[config.mk]
export PLATFORM = sky130hd
export DESIGN_NAME = tt_sweep_flat
export DESIGN_NICKNAME = d
export VERILOG_FILES = /design/src/rtl/tt_sweep_pkg.sv /design/src/rtl/tt_sweep_if.sv /design/src/rtl/tt_settle_timer.sv /design/src/rtl/tt_sweep.sv /design/src/flat_wrapper.sv
export SDC_FILE = /design/constraint.sdc
export NUM_CORES = 1
export LEC_CHECK = 0
export BUFFER_PORTS_ARGS = -buffer_cell sky130_fd_sc_hd__buf_2
export CAP_MARGIN = 25
export CORE_MARGIN = 4
export CORE_UTILIZATION = 45
export CTS_CLUSTER_DIAMETER = 60
export DETAILED_ROUTE_END_ITERATION = 7
export GPL_TIMING_DRIVEN = 1
export PLACE_DENSITY_LB_ADDON = 0.1
export SLEW_MARGIN = 20
export SYNTH_ARGS = -nofsm -noshare
export SYNTH_HDL_FRONTEND = slang
export SYNTH_SLANG_ARGS = --single-unit
[constraint.sdc]
create_clock -name clk -period 3.55 [get_ports clk]
set_clock_uncertainty 0.15 [all_clocks]
set_input_delay 0.1775 -clock clk [delete_from_list [all_inputs] [get_ports clk]]
set_output_delay 0.1775 -clock clk [all_outputs]
set_load 0.02 [all_outputs]
[src/rtl/tt_sweep_pkg.sv]
// Shared types and constants for the truth-table sweep controller.
// The golden table covers all 16 input combinations {w,x,y,z}, w being the MSB.
package tt_sweep_pkg;

  localparam int          VEC_COUNT        = 16;
  localparam logic [15:0] EXPECTED_DEFAULT = 16'h1F55;
  localparam logic [4:0]  ERR_MAX          = 5'd16;

  typedef enum logic [1:0] {
    ST_IDLE    = 2'd0,
    ST_SETTLE  = 2'd1,
    ST_CAPTURE = 2'd2,
    ST_DONE    = 2'd3
  } state_e;

  // The count stops at ERR_MAX instead of wrapping back to zero.
  function automatic logic [4:0] sat_inc(input logic [4:0] v);
    return (v >= ERR_MAX) ? ERR_MAX : v + 5'd1;
  endfunction

endpackage

[src/rtl/tt_sweep_if.sv]
// Signals between the sweep controller and the function-under-test / host.
// The slave modport is the controller side; the master modport is the host/FUT side.
interface tt_sweep_if;

  logic        start;
  logic        abort;
  logic        f_in;
  logic        vec_w;
  logic        vec_x;
  logic        vec_y;
  logic        vec_z;
  logic        busy;
  logic        done;
  logic        pass;
  logic [15:0] signature;
  logic [4:0]  err_count;
  logic [3:0]  first_err_idx;

  modport master (
    output start, abort, f_in,
    input  vec_w, vec_x, vec_y, vec_z, busy, done, pass,
           signature, err_count, first_err_idx
  );

  modport slave (
    input  start, abort, f_in,
    output vec_w, vec_x, vec_y, vec_z, busy, done, pass,
           signature, err_count, first_err_idx
  );

endinterface

[src/rtl/tt_settle_timer.sv]
// 4-bit loadable down-counter that sets the hold time of each stimulus vector.
// The count stops at zero; zero stays high until the next load.
module tt_settle_timer (
  input  logic       clk,
  input  logic       rst,
  input  logic       load,
  input  logic [3:0] load_val,
  input  logic       en,
  output logic       zero
);

  logic [3:0] cnt_q;
  logic [3:0] cnt_d;

  always_comb begin
    cnt_d = cnt_q;
    if (load) begin
      cnt_d = load_val;
    end else if (en && (cnt_q != 4'd0)) begin
      cnt_d = cnt_q - 4'd1;
    end
  end

  always_ff @(posedge clk or posedge rst) begin
    if (rst) begin
      cnt_q <= 4'd0;
    end else begin
      cnt_q <= cnt_d;
    end
  end

  assign zero = (cnt_q == 4'd0);

endmodule

[src/rtl/tt_sweep.sv]
// Exhaustive truth-table sweep of a 4-input combinational FUT, compared against a golden table.
// Each vector is held for SETTLE cycles, and f_in is sampled in the cycle after that.
//
//   state      | meaning
//   -----------+----------------------------------------------------------
//   ST_IDLE    | waiting for start; results of the last sweep are held
//   ST_SETTLE  | vec = idx is driven, waiting for the settle timer
//   ST_CAPTURE | f_in is sampled into signature[idx] and compared
//   ST_DONE    | done pulse and pass are registered, then back to idle
module tt_sweep
  import tt_sweep_pkg::*;
#(
  parameter int unsigned SETTLE   = 2,
  parameter logic [15:0] EXPECTED = EXPECTED_DEFAULT
) (
  input logic       clk,
  input logic       rst,
  tt_sweep_if.slave bus
);

  localparam logic [3:0] SETTLE_LOAD = 4'(SETTLE - 1);
  localparam logic [3:0] LAST_IDX    = 4'(VEC_COUNT - 1);

  state_e      state_q, state_d;
  logic [3:0]  idx_q, idx_d;
  logic        busy_q, busy_d;
  logic        done_q, done_d;
  logic        pass_q, pass_d;
  logic [15:0] sig_q, sig_d;
  logic [4:0]  err_q, err_d;
  logic [3:0]  ferr_q, ferr_d;

  logic        tmr_load;
  logic        tmr_en;
  logic        tmr_zero;
  logic        mismatch;

  tt_settle_timer u_settle_timer (
    .clk      (clk),
    .rst      (rst),
    .load     (tmr_load),
    .load_val (SETTLE_LOAD),
    .en       (tmr_en),
    .zero     (tmr_zero)
  );

  // f_in is sampled directly: the FUT is combinational from the registered vec outputs.
  assign mismatch = (bus.f_in != EXPECTED[idx_q]);

  always_comb begin
    state_d  = state_q;
    idx_d    = idx_q;
    busy_d   = busy_q;
    done_d   = 1'b0;
    pass_d   = pass_q;
    sig_d    = sig_q;
    err_d    = err_q;
    ferr_d   = ferr_q;
    tmr_load = 1'b0;
    tmr_en   = 1'b0;

    case (state_q)
      ST_IDLE: begin
        if (bus.start) begin
          state_d  = ST_SETTLE;
          idx_d    = 4'd0;
          busy_d   = 1'b1;
          pass_d   = 1'b0;
          sig_d    = 16'd0;
          err_d    = 5'd0;
          ferr_d   = 4'd0;
          tmr_load = 1'b1;
        end
      end

      ST_SETTLE: begin
        if (bus.abort) begin
          state_d = ST_IDLE;
          idx_d   = 4'd0;
          busy_d  = 1'b0;
          pass_d  = 1'b0;
        end else if (tmr_zero) begin
          state_d = ST_CAPTURE;
        end else begin
          tmr_en = 1'b1;
        end
      end

      ST_CAPTURE: begin
        // An abort here wins over the capture, so the partial results stay untouched.
        if (bus.abort) begin
          state_d = ST_IDLE;
          idx_d   = 4'd0;
          busy_d  = 1'b0;
          pass_d  = 1'b0;
        end else begin
          sig_d[idx_q] = bus.f_in;
          if (mismatch) begin
            err_d = sat_inc(err_q);
            if (err_q == 5'd0) begin
              ferr_d = idx_q;
            end
          end
          if (idx_q == LAST_IDX) begin
            state_d = ST_DONE;
            busy_d  = 1'b0;
          end else begin
            state_d  = ST_SETTLE;
            idx_d    = idx_q + 4'd1;
            tmr_load = 1'b1;
          end
        end
      end

      ST_DONE: begin
        done_d  = 1'b1;
        pass_d  = (err_q == 5'd0);
        idx_d   = 4'd0;
        state_d = ST_IDLE;
      end

      default: begin
        state_d = ST_IDLE;
        idx_d   = 4'd0;
        busy_d  = 1'b0;
      end
    endcase
  end

  always_ff @(posedge clk or posedge rst) begin
    if (rst) begin
      state_q <= ST_IDLE;
      idx_q   <= 4'd0;
      busy_q  <= 1'b0;
      done_q  <= 1'b0;
      pass_q  <= 1'b0;
      sig_q   <= 16'd0;
      err_q   <= 5'd0;
      ferr_q  <= 4'd0;
    end else begin
      state_q <= state_d;
      idx_q   <= idx_d;
      busy_q  <= busy_d;
      done_q  <= done_d;
      pass_q  <= pass_d;
      sig_q   <= sig_d;
      err_q   <= err_d;
      ferr_q  <= ferr_d;
    end
  end

  assign bus.vec_w         = idx_q[3];
  assign bus.vec_x         = idx_q[2];
  assign bus.vec_y         = idx_q[1];
  assign bus.vec_z         = idx_q[0];
  assign bus.busy          = busy_q;
  assign bus.done          = done_q;
  assign bus.pass          = pass_q;
  assign bus.signature     = sig_q;
  assign bus.err_count     = err_q;
  assign bus.first_err_idx = ferr_q;

endmodule
[src/flat_wrapper.sv]
// flat-port wrapper written by rule: the top's interface ports become plain ports
module tt_sweep_flat import tt_sweep_pkg::*;
#(
  parameter int unsigned SETTLE   = 2,
  parameter logic [15:0] EXPECTED = EXPECTED_DEFAULT
)
  (clk, rst, bus_start, bus_abort, bus_f_in, bus_vec_w, bus_vec_x, bus_vec_y, bus_vec_z, bus_busy, bus_done, bus_pass, bus_signature, bus_err_count, bus_first_err_idx);
  tt_sweep_if bus_i ();
  input logic clk;
  input logic rst;
  input wire logic [$bits(bus_i.start)-1:0] bus_start;
  input wire logic [$bits(bus_i.abort)-1:0] bus_abort;
  input wire logic [$bits(bus_i.f_in)-1:0] bus_f_in;
  output wire logic [$bits(bus_i.vec_w)-1:0] bus_vec_w;
  output wire logic [$bits(bus_i.vec_x)-1:0] bus_vec_x;
  output wire logic [$bits(bus_i.vec_y)-1:0] bus_vec_y;
  output wire logic [$bits(bus_i.vec_z)-1:0] bus_vec_z;
  output wire logic [$bits(bus_i.busy)-1:0] bus_busy;
  output wire logic [$bits(bus_i.done)-1:0] bus_done;
  output wire logic [$bits(bus_i.pass)-1:0] bus_pass;
  output wire logic [$bits(bus_i.signature)-1:0] bus_signature;
  output wire logic [$bits(bus_i.err_count)-1:0] bus_err_count;
  output wire logic [$bits(bus_i.first_err_idx)-1:0] bus_first_err_idx;
  assign bus_i.start = bus_start;
  assign bus_i.abort = bus_abort;
  assign bus_i.f_in = bus_f_in;
  assign bus_vec_w = bus_i.vec_w;
  assign bus_vec_x = bus_i.vec_x;
  assign bus_vec_y = bus_i.vec_y;
  assign bus_vec_z = bus_i.vec_z;
  assign bus_busy = bus_i.busy;
  assign bus_done = bus_i.done;
  assign bus_pass = bus_i.pass;
  assign bus_signature = bus_i.signature;
  assign bus_err_count = bus_i.err_count;
  assign bus_first_err_idx = bus_i.first_err_idx;
  tt_sweep #(.SETTLE(SETTLE), .EXPECTED(EXPECTED)) u_core (.clk(clk), .rst(rst), .bus(bus_i));
endmodule
==> reports/metrics.csv <==
metric;value;unit
crit_chain;inv_1 > ha_1 > buf_4 > a211oi_4 > nand3_1 > o22ai_1;
vias;1771;
outcome;finished, final reports clean;
hold_ws;69.6;ps
h-tree-depth;2;
crit_start;u_core.state_q[0]$_DFFE_PP0P_;
cts_sinks;38;
min_from;bus_abort;
fp-row-count;24;
remaining_drc_errors;0;
path_delay_family;compound AO/OA/AOI/OAI gates;
crit_arrival;2430;ps
insertion_delay;290;ps
power_density;617;nW/um^2
synth-edff-count;0;
hold_viol_final;0;
fin_tns_setup;0;ps
num-nets-final;279;
pre_cts_slack;1180;ps
cpMaxStageDelayCell;a211oi_4;
criticalPathCategory;flip-flop to flip-flop;
crit_buf_inv;2;
detail-route-antenna-nets;0;
synth-main-ff-cell;dfrtp_1;
hold_class;input port to flip-flop;
syn_nets;245;
hold_depth;2;
worstMarginPinSlew;720;ps
viasPerCell;5.60;
dieHeight;76.4;um
max_freq;423;MHz
synth_warnings;0;
grt_remaining_overflow;0;
fin_crit_sh;66.7;%
crit_required;3610;ps
grt_pass1_vias;1740;
critical-path-max-stage-delay;660;ps
grt_max_degree;39;
setup_violations;0;
relSlewSlack;51.9;%
yosysSeqAreaShare;45.2;%
drv_cap;0;
start_kind;flip-flop;
gp_congestion;0.802;
crit_cells;6;
post_drt_wl_per_cell;15.2;um
drive_gt1_share;20.1;%
design_area;2430;um^2
core-area;4440;um^2
track_usage;17.6;%
synthArstFlopShare;100;%
crit_path_end_kind;flip-flop;
layout_common_cells;nand2_1, dfrtp_1, buf_2, nand3_1, inv_1;
wl;4800;um
synth_cell_type_count;46;
cts_resized;0;
r2r_cells;6;
dieWidth;76.4;um
hpwl;3300;um
grt_antenna_before_repair;0;
ioPinCount;37;
finalMaxSlewViolations;0;
die_area;5830;um^2
syn_avg_cell_area;9.19;um^2
area_growth_syn_to_layout;15.4;%
power_leakage;1.17;nW
start_util;47.4;%
clock-root-buffer;clkbuf_8;
antenna_cells;0;
layout_min_cycle_time;2370;ps
placed_cell_area;2310;um^2
grt_pass1_wl;8420;um
setup_slack;1180;ps
firstDrtPassIters;4;
clockBufferDepth;2;
syn-instance-count;229;
io_buffers;36;
rr_startpoint;u_core.state_q[0]$_DFFE_PP0P_;
syn_area;2100;um^2
cts_buffers;5;
critPathMaxFanout;22;
rsz0062_at_grt;no;
irDropWorstVdd;0.255;mV
synth_seq_cells;38;
clk_pin_slew;80;ps
cts_tree;done;
drt_iter0_markers;132;
==> area by class of cell <==
| class | count | area (um^2) |
|---|---|---|
| fillers | 421 | 2020 |
| multi-input cells | 163 | 1040 |
| flip-flops and latches | 38 | 951 |
| repair buffers | 39 | 205 |
| clock buffers | 5 | 68.8 |
| well taps | 52 | 65.1 |
| inverters | 16 | 60.1 |
| clock inverters | 3 | 40.0 |
==> flip-flops by register name (all words and copies together), names as in the netlist <==
register	flops
u_core.bus.signature	16
u_core.bus.err_count	5
u_core.bus.first_err_idx	4
u_core.idx_q	4
u_core.u_settle_timer.cnt_q	4
u_core.state_q	2
u_core.bus.busy	1
u_core.bus.done	1
u_core.bus.pass	1
==> report_power, final <==
part           internal, W  switching [W]  leakage [nW]  total [W]
clock             0.000207       0.000156        0.0579   0.000363
sequential        0.000480      0.0000413         0.520   0.000521
combinational     0.000199       0.000415         0.590   0.000614
total             0.000886       0.000612          1.17    0.00150
==> routing by layer <==
metal  part of all wire (%)  wire length [um]  GRT usage (%)  up-vias
li1                       -                 -              -      885
met3                    4.1               195           4.14        6
met5                      0                 0              0        -
met4                    1.3                62           5.80        0
met2                     47              2260           27.9       40
met1                     48              2280           23.7      840
==> final timing paths <==
kind	endpoint	slack, ps
worst max-delay path	u_core.bus.signature[3]$_DFFE_PP0P_	1180
worst min-delay path	u_core.state_q[1]$_DFFE_PP0P_	70
worst max register to register	u_core.bus.signature[3]$_DFFE_PP0P_	1180
worst min register to register	u_core.bus.busy$_DFFE_PP0P_	350
max in group asynchronous	u_core.idx_q[1]$_DFFE_PP0P_	2500
min in group asynchronous	u_core.bus.signature[11]$_DFFE_PP0P_	390
==> worst reg2reg max path: stages, from the launching register on <==
cell	delay (ps)
dfrtp_1	390
inv_1	80
ha_1	280
buf_4	250
a211oi_4	660
nand3_1	260
o22ai_1	220
==> cell usage after synthesis, types with 2 or more instances <==
cell type  instances  area [um^2]
ha_1              11          138
nor2_1             8         30.0
a41oi_1            2         17.5
nor2b_1            6         37.5
buf_2              2         10.0
o211ai_1           5         37.5
o22ai_1            4         25.0
clkbuf_1           8         30.0
nand3_1           17         85.1
nand2_1           38          143
o21ai_0            3         15.0
mux2i_1            4         40.0
nand4_1            9         56.3
o41ai_1            2         17.5
o21ai_1           14         70.1
xor2_1             2         17.5
inv_1             15         56.3
dfrtp_1           38          951
a31oi_1            2         12.5
nor3_1             3         15.0
a21oi_1           11         55.1
==> kinds of logic (layout without fill, tap and decap cells) <==
group	count (synthesis)	in the layout	share of synthesized area [%]
muxes	4	4	1.90
and+or+nand+nor	91	91	21.8
AOI/OAI and AO/OA	54	54	17.9
DFF	38	38	45.2
buffers and inverters	28	63	5.47
xor gates and xnor gates	3	3	1.25
adders and majority gates	11	11	6.54
==> through the flow <==
stage,std cells,util [%],total power [W]
after global routing,316,54.6,0.00161
after floorplan,229,-,0.00101
after CTS,316,54.6,0.00151
after global placement,307,52.0,0.00114
final,316,54.6,0.00150
after detailed placement,307,52.0,0.00115
==> timing repair <==
action / in CTS / in global routing
endpoints found under the setup margin: 0 / 0
endpoints found under the hold margin: 38 / 0
buffers inserted: 0 / 0
hold buffers: 1 / 0
No activity file was read; power rests on OpenSTA's default activity.
